`src/rtl/mem_copy_host.sv`:
```
// mem_copy_host: word-granular memory-to-memory copy engine on a single host bus.
//
// A copy is a loop of one read followed by one write per 32-bit word. At most one bus
// transaction is outstanding at any time.
//
// Control ports:
//   start_i     single-cycle request, sampled only while idle
//   src_addr_i  source byte address; the low two bits are dropped
//   dst_addr_i  destination byte address; the low two bits are dropped
//   len_i       number of words to copy
//   busy_o      high while a copy is running
//   done_o      one-cycle pulse on completion or abort
//   err_o       sticky error flag for the last copy
//   count_o     number of words fully copied so far
//
// Host bus ports (request/grant, then a response on rvalid):
//   host_req_o, host_gnt_i, host_addr_o, host_we_o, host_be_o, host_wdata_o
//   host_rvalid_i, host_rdata_i, host_err_i
module mem_copy_host #(
    parameter int unsigned LenWidth = 16
) (
    input  logic                clk,
    input  logic                rst_ni,
    input  logic                start_i,
    input  logic [31:0]         src_addr_i,
    input  logic [31:0]         dst_addr_i,
    input  logic [LenWidth-1:0] len_i,
    output logic                busy_o,
    output logic                done_o,
    output logic                err_o,
    output logic [LenWidth-1:0] count_o,
    output logic                host_req_o,
    input  logic                host_gnt_i,
    output logic [31:0]         host_addr_o,
    output logic                host_we_o,
    output logic [3:0]          host_be_o,
    output logic [31:0]         host_wdata_o,
    input  logic                host_rvalid_i,
    input  logic [31:0]         host_rdata_i,
    input  logic                host_err_i
);

    typedef enum logic [2:0] {
        StIdle,
        StRdReq,
        StRdWait,
        StWrReq,
        StWrWait
    } state_e;

    state_e              state_q, state_d;
    logic [31:0]         src_q, src_d;
    logic [31:0]         dst_q, dst_d;
    logic [LenWidth-1:0] len_q, len_d;
    logic [LenWidth-1:0] count_q, count_d;
    logic [31:0]         rdata_q, rdata_d;
    logic                err_q, err_d;
    logic                done_q, done_d;

    logic [31:0]         word_off;

    always_ff @(posedge clk or negedge rst_ni) begin
        if (!rst_ni) begin
            state_q <= StIdle;
            src_q   <= '0;
            dst_q   <= '0;
            len_q   <= '0;
            count_q <= '0;
            rdata_q <= '0;
            err_q   <= 1'b0;
            done_q  <= 1'b0;
        end else begin
            state_q <= state_d;
            src_q   <= src_d;
            dst_q   <= dst_d;
            len_q   <= len_d;
            count_q <= count_d;
            rdata_q <= rdata_d;
            err_q   <= err_d;
            done_q  <= done_d;
        end
    end

    always_comb begin
        state_d = state_q;
        src_d   = src_q;
        dst_d   = dst_q;
        len_d   = len_q;
        count_d = count_q;
        rdata_d = rdata_q;
        err_d   = err_q;
        done_d  = 1'b0;

        unique case (state_q)
            StIdle: begin
                if (start_i) begin
                    count_d = '0;
                    err_d   = 1'b0;
                    if (len_i != '0) begin
                        src_d   = {src_addr_i[31:2], 2'b00};
                        dst_d   = {dst_addr_i[31:2], 2'b00};
                        len_d   = len_i;
                        state_d = StRdReq;
                    end else begin
                        // Zero-length copy completes immediately without touching the bus.
                        done_d = 1'b1;
                    end
                end
            end
            StRdReq: begin
                if (host_gnt_i) begin
                    state_d = StRdWait;
                end
            end
            StRdWait: begin
                if (host_rvalid_i) begin
                    if (host_err_i) begin
                        err_d   = 1'b1;
                        done_d  = 1'b1;
                        state_d = StIdle;
                    end else begin
                        rdata_d = host_rdata_i;
                        state_d = StWrReq;
                    end
                end
            end
            StWrReq: begin
                if (host_gnt_i) begin
                    state_d = StWrWait;
                end
            end
            StWrWait: begin
                if (host_rvalid_i) begin
                    if (host_err_i) begin
                        err_d   = 1'b1;
                        done_d  = 1'b1;
                        state_d = StIdle;
                    end else begin
                        count_d = count_q + LenWidth'(1);
                        if (count_d == len_q) begin
                            done_d  = 1'b1;
                            state_d = StIdle;
                        end else begin
                            state_d = StRdReq;
                        end
                    end
                end
            end
            default: state_d = StIdle;
        endcase
    end

    // Byte offset of the current word; wraps modulo 2^32 when added to the base.
    assign word_off = 32'(count_q) << 2;

    // Bus outputs decode straight from the state register, so an asynchronous reset drops
    // the request in the same cycle.
    always_comb begin
        host_req_o   = 1'b0;
        host_we_o    = 1'b0;
        host_be_o    = 4'h0;
        host_addr_o  = 32'h0;
        host_wdata_o = 32'h0;
        if (state_q == StRdReq) begin
            host_req_o  = 1'b1;
            host_be_o   = 4'hF;
            host_addr_o = src_q + word_off;
        end else if (state_q == StWrReq) begin
            host_req_o   = 1'b1;
            host_we_o    = 1'b1;
            host_be_o    = 4'hF;
            host_addr_o  = dst_q + word_off;
            host_wdata_o = rdata_q;
        end
    end

    assign busy_o  = (state_q != StIdle);
    assign done_o  = done_q;
    assign err_o   = err_q;
    assign count_o = count_q;

endmodule
```
`config.mk`:
```
export PLATFORM = sky130hd
export DESIGN_NAME = mem_copy_host
export DESIGN_NICKNAME = d
export VERILOG_FILES = /design/src/rtl/mem_copy_host.sv
export SDC_FILE = /design/constraint.sdc
export NUM_CORES = 1
export LEC_CHECK = 0
export ABC_AREA = 1
export CORE_MARGIN = 2
export CORE_UTILIZATION = 25
export CTS_CLUSTER_SIZE = 8
export DETAILED_ROUTE_END_ITERATION = 8
export GPL_TIMING_DRIVEN = 0
export PLACE_DENSITY = 0.54
export SLEW_MARGIN = 10
export SYNTH_ARGS = -nofsm -noshare
export SYNTH_HDL_FRONTEND = slang
export SYNTH_SLANG_ARGS = --single-unit
```
`constraint.sdc`:
```
create_clock -name clk -period 2.85 [get_ports clk]
set_input_delay 0.285 -clock clk [delete_from_list [all_inputs] [get_ports clk]]
set_output_delay 0.285 -clock clk [all_outputs]
set_load 0.1 [all_outputs]
```
Word-level counts from Yosys, hierarchy flattened
Cells that the tools add are included.
{ "classes": {"eq_ne": 14, "bitwise": 1, "addsub": 3, "n_mux": 35, "reduce_logical": 11} }
{ "ops": {"columns": ["cell", "count"], "rows": [
  ["2-to-1 mux 32 bit", 4],
  ["adder 32 x 18 -> 32 bit", 2],
  ["2-to-1 mux 16 bit", 3],
  ["case mux 16 bit (2 select lines)", 1],
  ["2-to-1 mux 3 bit", 6],
  ["adder 16 x 1 -> 16 bit, second input constant", 1],
  ["== test 16 bit", 1],
  ["nonzero test 16 bit", 1],
  ["2-to-1 mux 1 bit", 15],
  ["case mux 3 bit (5 select lines)", 1],
  ["!= test 2 bit, second input constant", 7],
  ["2-to-1 mux 4 bit", 2],
  ["AND reduction 4 bit", 2],
  ["== test 3 x 2 -> 1 bit, second input constant", 2],
  ["AND reduction 3 bit", 2],
  ["AND reduction 6 bit", 1],
  ["!= test 2 x 1 -> 1 bit, second input constant", 2],
  ["nonzero test 2 bit", 2],
  ["== test 3 x 1 -> 1 bit, second input constant", 1],
  ["== test 3 bit, second input constant", 1],
  ["zero test 3 bit", 1],
  ["case mux 1 bit (3 select lines)", 1],
  ["nonzero test 3 bit", 1],
  ["2-to-1 mux 2 bit", 1],
  ["3 further kinds", 3]
]} }
{ "word_totals": {"out_inout_bits": 89, "register_bits": 129, "inputBits": 118, "wordCells": 72} }

Longest topological paths before layout
{ "logic_depth": {"ltp_word": 6, "ltp_mapped": 17, "mapped_depth_nobuf": 17} }

Worst setup path before layout
No wires, ideal clock.
{ "synth_timing": {"kind": "reg-to-output", "start": "reg state_q[2]", "end": "out host_addr_o[12]", "t_arrival_ns": 4.698, "required_time_ns": 2.565, "path_stages_with_launch": 7, "setup_slack_ns": -2.133, "path_buffers": 1, "path_cell_list": "dfrtp_1 -> nor2_1 -> inv_1 -> nor2_1 -> inv_2 -> clkbuf_1 -> o21ai_0"} }
{ "synth_between": {"elab_chain_len": 3, "word_cells_on_any_way": 4, "cone_classes": "eq/ne (2); mux (2)"} }
{ "synth_lines": {"columns": ["element", "line_no", "source"], "rows": [
  ["from (decl)", "51", "state_e state_q, state_d;"],
  ["from (signal assigned)", "64", "state_q <= StIdle;"],
  ["from (signal assigned)", "73", "state_q <= state_d;"],
  ["== test 3 x 2 -> 1 bit", "168", "end else if (state_q == StWrReq) begin"],
  ["2-to-1 mux 32 bit", "168", null],
  ["2-to-1 mux 32 bit *", "164", "if (state_q == StRdReq) begin"],
  ["to (decl)", "34", "output logic [31:0] host_addr_o,"]
]} }
Mark *: on every way between the ends. The rest lies on a longest branch, timed or not.

Worst setup path in the final report
{ "layout_timing": {"start": "reg count_q[0] (netlist: count_o[0])", "end": "out host_addr_o[12]"} }
{ "layout_between": {"elab_chain_len": 3, "word_cells_on_any_way": 4, "cone_classes": "add/sub (2); mux (2)"} }
{ "layout_lines": {"columns": ["element", "line_no", "source"], "rows": [
  ["from (decl)", "55", "logic [LenWidth-1:0] count_q, count_d;"],
  ["from (signal assigned)", "77", "count_q <= count_d;"],
  ["adder 32 x 18 -> 32 bit", "172", "host_addr_o = dst_q + word_off;"],
  ["2-to-1 mux 32 bit", "168", null],
  ["2-to-1 mux 32 bit *", "164", null]
]} }
Marked as above.

==> flow_summary.json <==
{
  "status": "complete, but fails checks",
  "violations": "setup timing",
  "routed_wl_mm": 32.2,
  "max_cap_viol_count": 0,
  "drt_first_pass_iters": 5,
  "avgSynthCellArea_um2": 7.40,
  "worstSetupEndpointType": "output pin",
  "cts_root_buffer": "clkbuf_16",
  "combinationalPowerShare_pct": 65.1,
  "clock-sinks": 129,
  "portBuffers": 200,
  "fin_skew_ns": 0.0121,
  "cts.htree.levels": 4,
  "ir_drop_uv": 696,
  "p_leak_nw": 6.09,
  "ff2ff_path_depth": 9,
  "crit_path_max_fanout": 3,
  "cts_buffer_depth": 2,
  "arrival_ns": 2.95,
  "yosysTopAreaCell": "dfrtp_1",
  "area_delta_synth_final_pct": 65.9,
  "grt_max_degree": 80,
  "hp-class": "in -> async",
  "startpoint_type": "flop",
  "gp_congestion": 0.941,
  "final_area_um2": 13900,
  "hpwlAfterDp_mm": 23.6,
  "critical_path.reg2reg.startpoint": "state_q[1]",
  "critPathRequiredTime_ns": 2.57,
  "fillers": 3328,
  "setup_slack_ns": -0.383,
  "cts_tree": "built",
  "core_area_um2": 33300,
  "r2r_end": "src_q[20]",
  "viasPerCell": 4.65,
  "die_h_um": 187,
  "path_class": "reg -> out",
  "layout_common_cells": "nand2_1, clkdlybuf4s50_1, inv_1",
  "p_sw_mw": 8.88,
  "ys_types": 44,
  "drive_gt1_share_pct": 34.3,
  "yosysWarnings": 0,
  "relSlewSlack_pct": 32.7,
  "synth_seq_cells": 129,
  "tightest_slew_ns": 1.01,
  "hold_violations": 0,
  "grt_pass1_wl_mm": 49.4,
  "max_freq_mhz": 309,
  "seq_area_um2": 3250,
  "final_nets": 1578,
  "internal_power_mw": 7.57,
  "grt_pass1_vias": 8864,
  "wl_per_cell_um": 17.1,
  "setup_violations": 20,
  "final_core_utilization_pct": 41.8,
  "ant_nets": 0,
  "syn-cell-area_um2": 8390,
  "power_frac_seq_pct": 20.1,
  "place_area_um2": 11400,
  "drcViolationCount": 0,
  "final_common_cell": "nand2_1",
  "initial_utilization_pct": 25.2,
  "num_rows": 67,
  "synth_top_cells_by_area": "dfrtp_1, nand2_1, nor2_1, a21oi_1, inv_1",
  "grt_overflow": 0,
  "drv_slew": 0,
  "drt_iter0_drc": 600,
  "clkTransAtPathRegs_ns": 0.07,
  "cts_made_buffers": 17,
  "reg2reg_slack_ns": 0.48,
  "rsz0062_at_grt": "true",
  "final.period_utilization_pct": 113,
  "grtUsageTotal_pct": 18.2,
  "io_pins": 207,
  "switching_share_pct": 54.0,
  "die-area_um2": 35000,
  "yosysSeqAreaShare_pct": 38.5,
  "antenna_found_initial": 1,
  "p_per_area_nw_per_um2": 1180,
  "synth_top_area_share_pct": 38.5,
  "pwr-share-clk_pct": 14.7,
  "die_w_um": 187,
  "clk_latency_ns": 0.44,
  "netlist_instances": 1134,
  "num_vias": 8776,
  "multi_input_area_um2": 5950,
  "period_needed_ns": 3.23
}
stage by stage:
| stage | setup TNS [ns] | power [mW] | std cells | setup WS, ns | hold slack [ns] |
|---|---|---|---|---|---|
| detailed placement | -34.78 | 12.4 | 1784 | -1.16 | 0.237 |
| CTS | -3.94 | 15.9 | 1868 | -0.368 | 0.371 |
| floorplan | -1.07 | 10.0 | 1135 | -0.170 | -0.0106 |
| global placement | -585.70 | 12.3 | 1783 | -5.20 | 0.481 |
| finish | -3.99 | 16.5 | 1887 | -0.383 | 0.359 |
| global route | -6.89 | 17.3 | 1887 | -0.497 | 0.387 |
state kept, by name, indices dropped and copies added, names as in the netlist:
register / cells
err_o: 1
done_o: 1
len_q: 16
rdata_q: 32
state_q: 3
src_q: 30
dst_q: 30
count_o: 16
synthesized netlist by cell type (all sizes together):
cell type  number
a21boi          1
o311ai          1
dfrtp         129
o21bai          4
a31oi           2
o21ai          85
a21oi         109
clkbuf         16
or2            10
xor2           17
buf            19
xnor3           1
nor2          176
o2bb2ai         1
conb            1
a32o            2
and3            1
nand3b          2
o211ai          1
nand2         219
fa              2
a22o            1
nor3           13
nor3b           1
xnor2           7
inv           139
mux2           42
o22ai          15
ha             33
nor4            4
a21o            3
nand4          18
nand3          59
worst max-delay path by stage:
stage               startpoint              end  slack [ns]  cells past startpoint
CTS                 count_o[0]  host_addr_o[30]       -0.37                     17
global route        count_o[0]  host_addr_o[26]       -0.50                     18
detailed placement  count_o[0]  host_addr_o[26]       -1.16                     13
finish              count_o[0]  host_addr_o[12]       -0.38                     16
global placement        rst_ni       count_o[0]       -5.20                      1
floorplan           count_o[0]  host_addr_o[20]       -0.17                     15
power by group through the flow:
stage	clock network, mW	logic [mW]	registers, mW
2_1_floorplan	0	6.88	3.15
3_3_place_gp	0	9.10	3.22
3_5_place_dp	0	9.17	3.23
4_1_cts	2.47	10.2	3.29
5_1_grt	2.56	11.3	3.42
6_report	2.43	10.7	3.32
timing repair:
item / CTS / global route
pin swaps: 39 / 65
hold buffers: 1 / 0
hold endpoints to repair: 50 / 0
setup endpoints to repair: 63 / 63
gates cloned: 0 / 0
setup buffers: 51 / 18
resized for setup: 588 / 127
cell type report:
type                            count  share of cell area [%]
Antenna cell                        1                  0.0180
Buffer                             35                    1.40
Clock buffer                       18                    3.16
Clock inverter                     14                    1.38
Inverter                          139                    3.80
Multi-Input combinational cell    832                    42.8
Sequential cell                   129                    23.4
Tap cell                          448                    4.03
Timing Repair Buffer              271                    20.1
layer usage:
metal | up-vias | routed length, um | track usage, %
li1 | 4326 | - | -
met4 | 0 | 515 | 3.79
met1 | 4159 | 14800 | 24.0
met5 | - | 0 | 0
met3 | 34 | 1660 | 3.85
met2 | 257 | 15300 | 30.8
logic make-up (layout without fill, tap and decap cells):
| logic type | Yosys count | after routing | synth area share (%) |
|---|---|---|---|
| compound gates | 225 | 225 | 14.3 |
| xor+xnor | 25 | 25 | 2.77 |
| fa+ha+maj | 35 | 35 | 5.40 |
| buf+inv | 174 | 477 | 8.22 |
| flops | 129 | 129 | 38.5 |
| mux | 42 | 42 | 5.64 |
| other cells | 1 | 3 | 0.0447 |
| simple gates | 503 | 503 | 25.1 |
critical path: stages, from the launching register on:
cell and delay (ns):
dfrtp_4 0.53, ha_4 0.19, inv_4 0.05, fa_2 0.18, inv_2 0.04, nand3_2 0.05, nand2_2 0.06, inv_2 0.08
nor2_4 0.04, nor2_4 0.14, buf_4 0.15, inv_2 0.04, a21o_1 0.20, buf_4 0.15, xnor2_2 0.14, o21ai_2 0.24
buf_12 0.21
(Power assumes the default switching activity.)
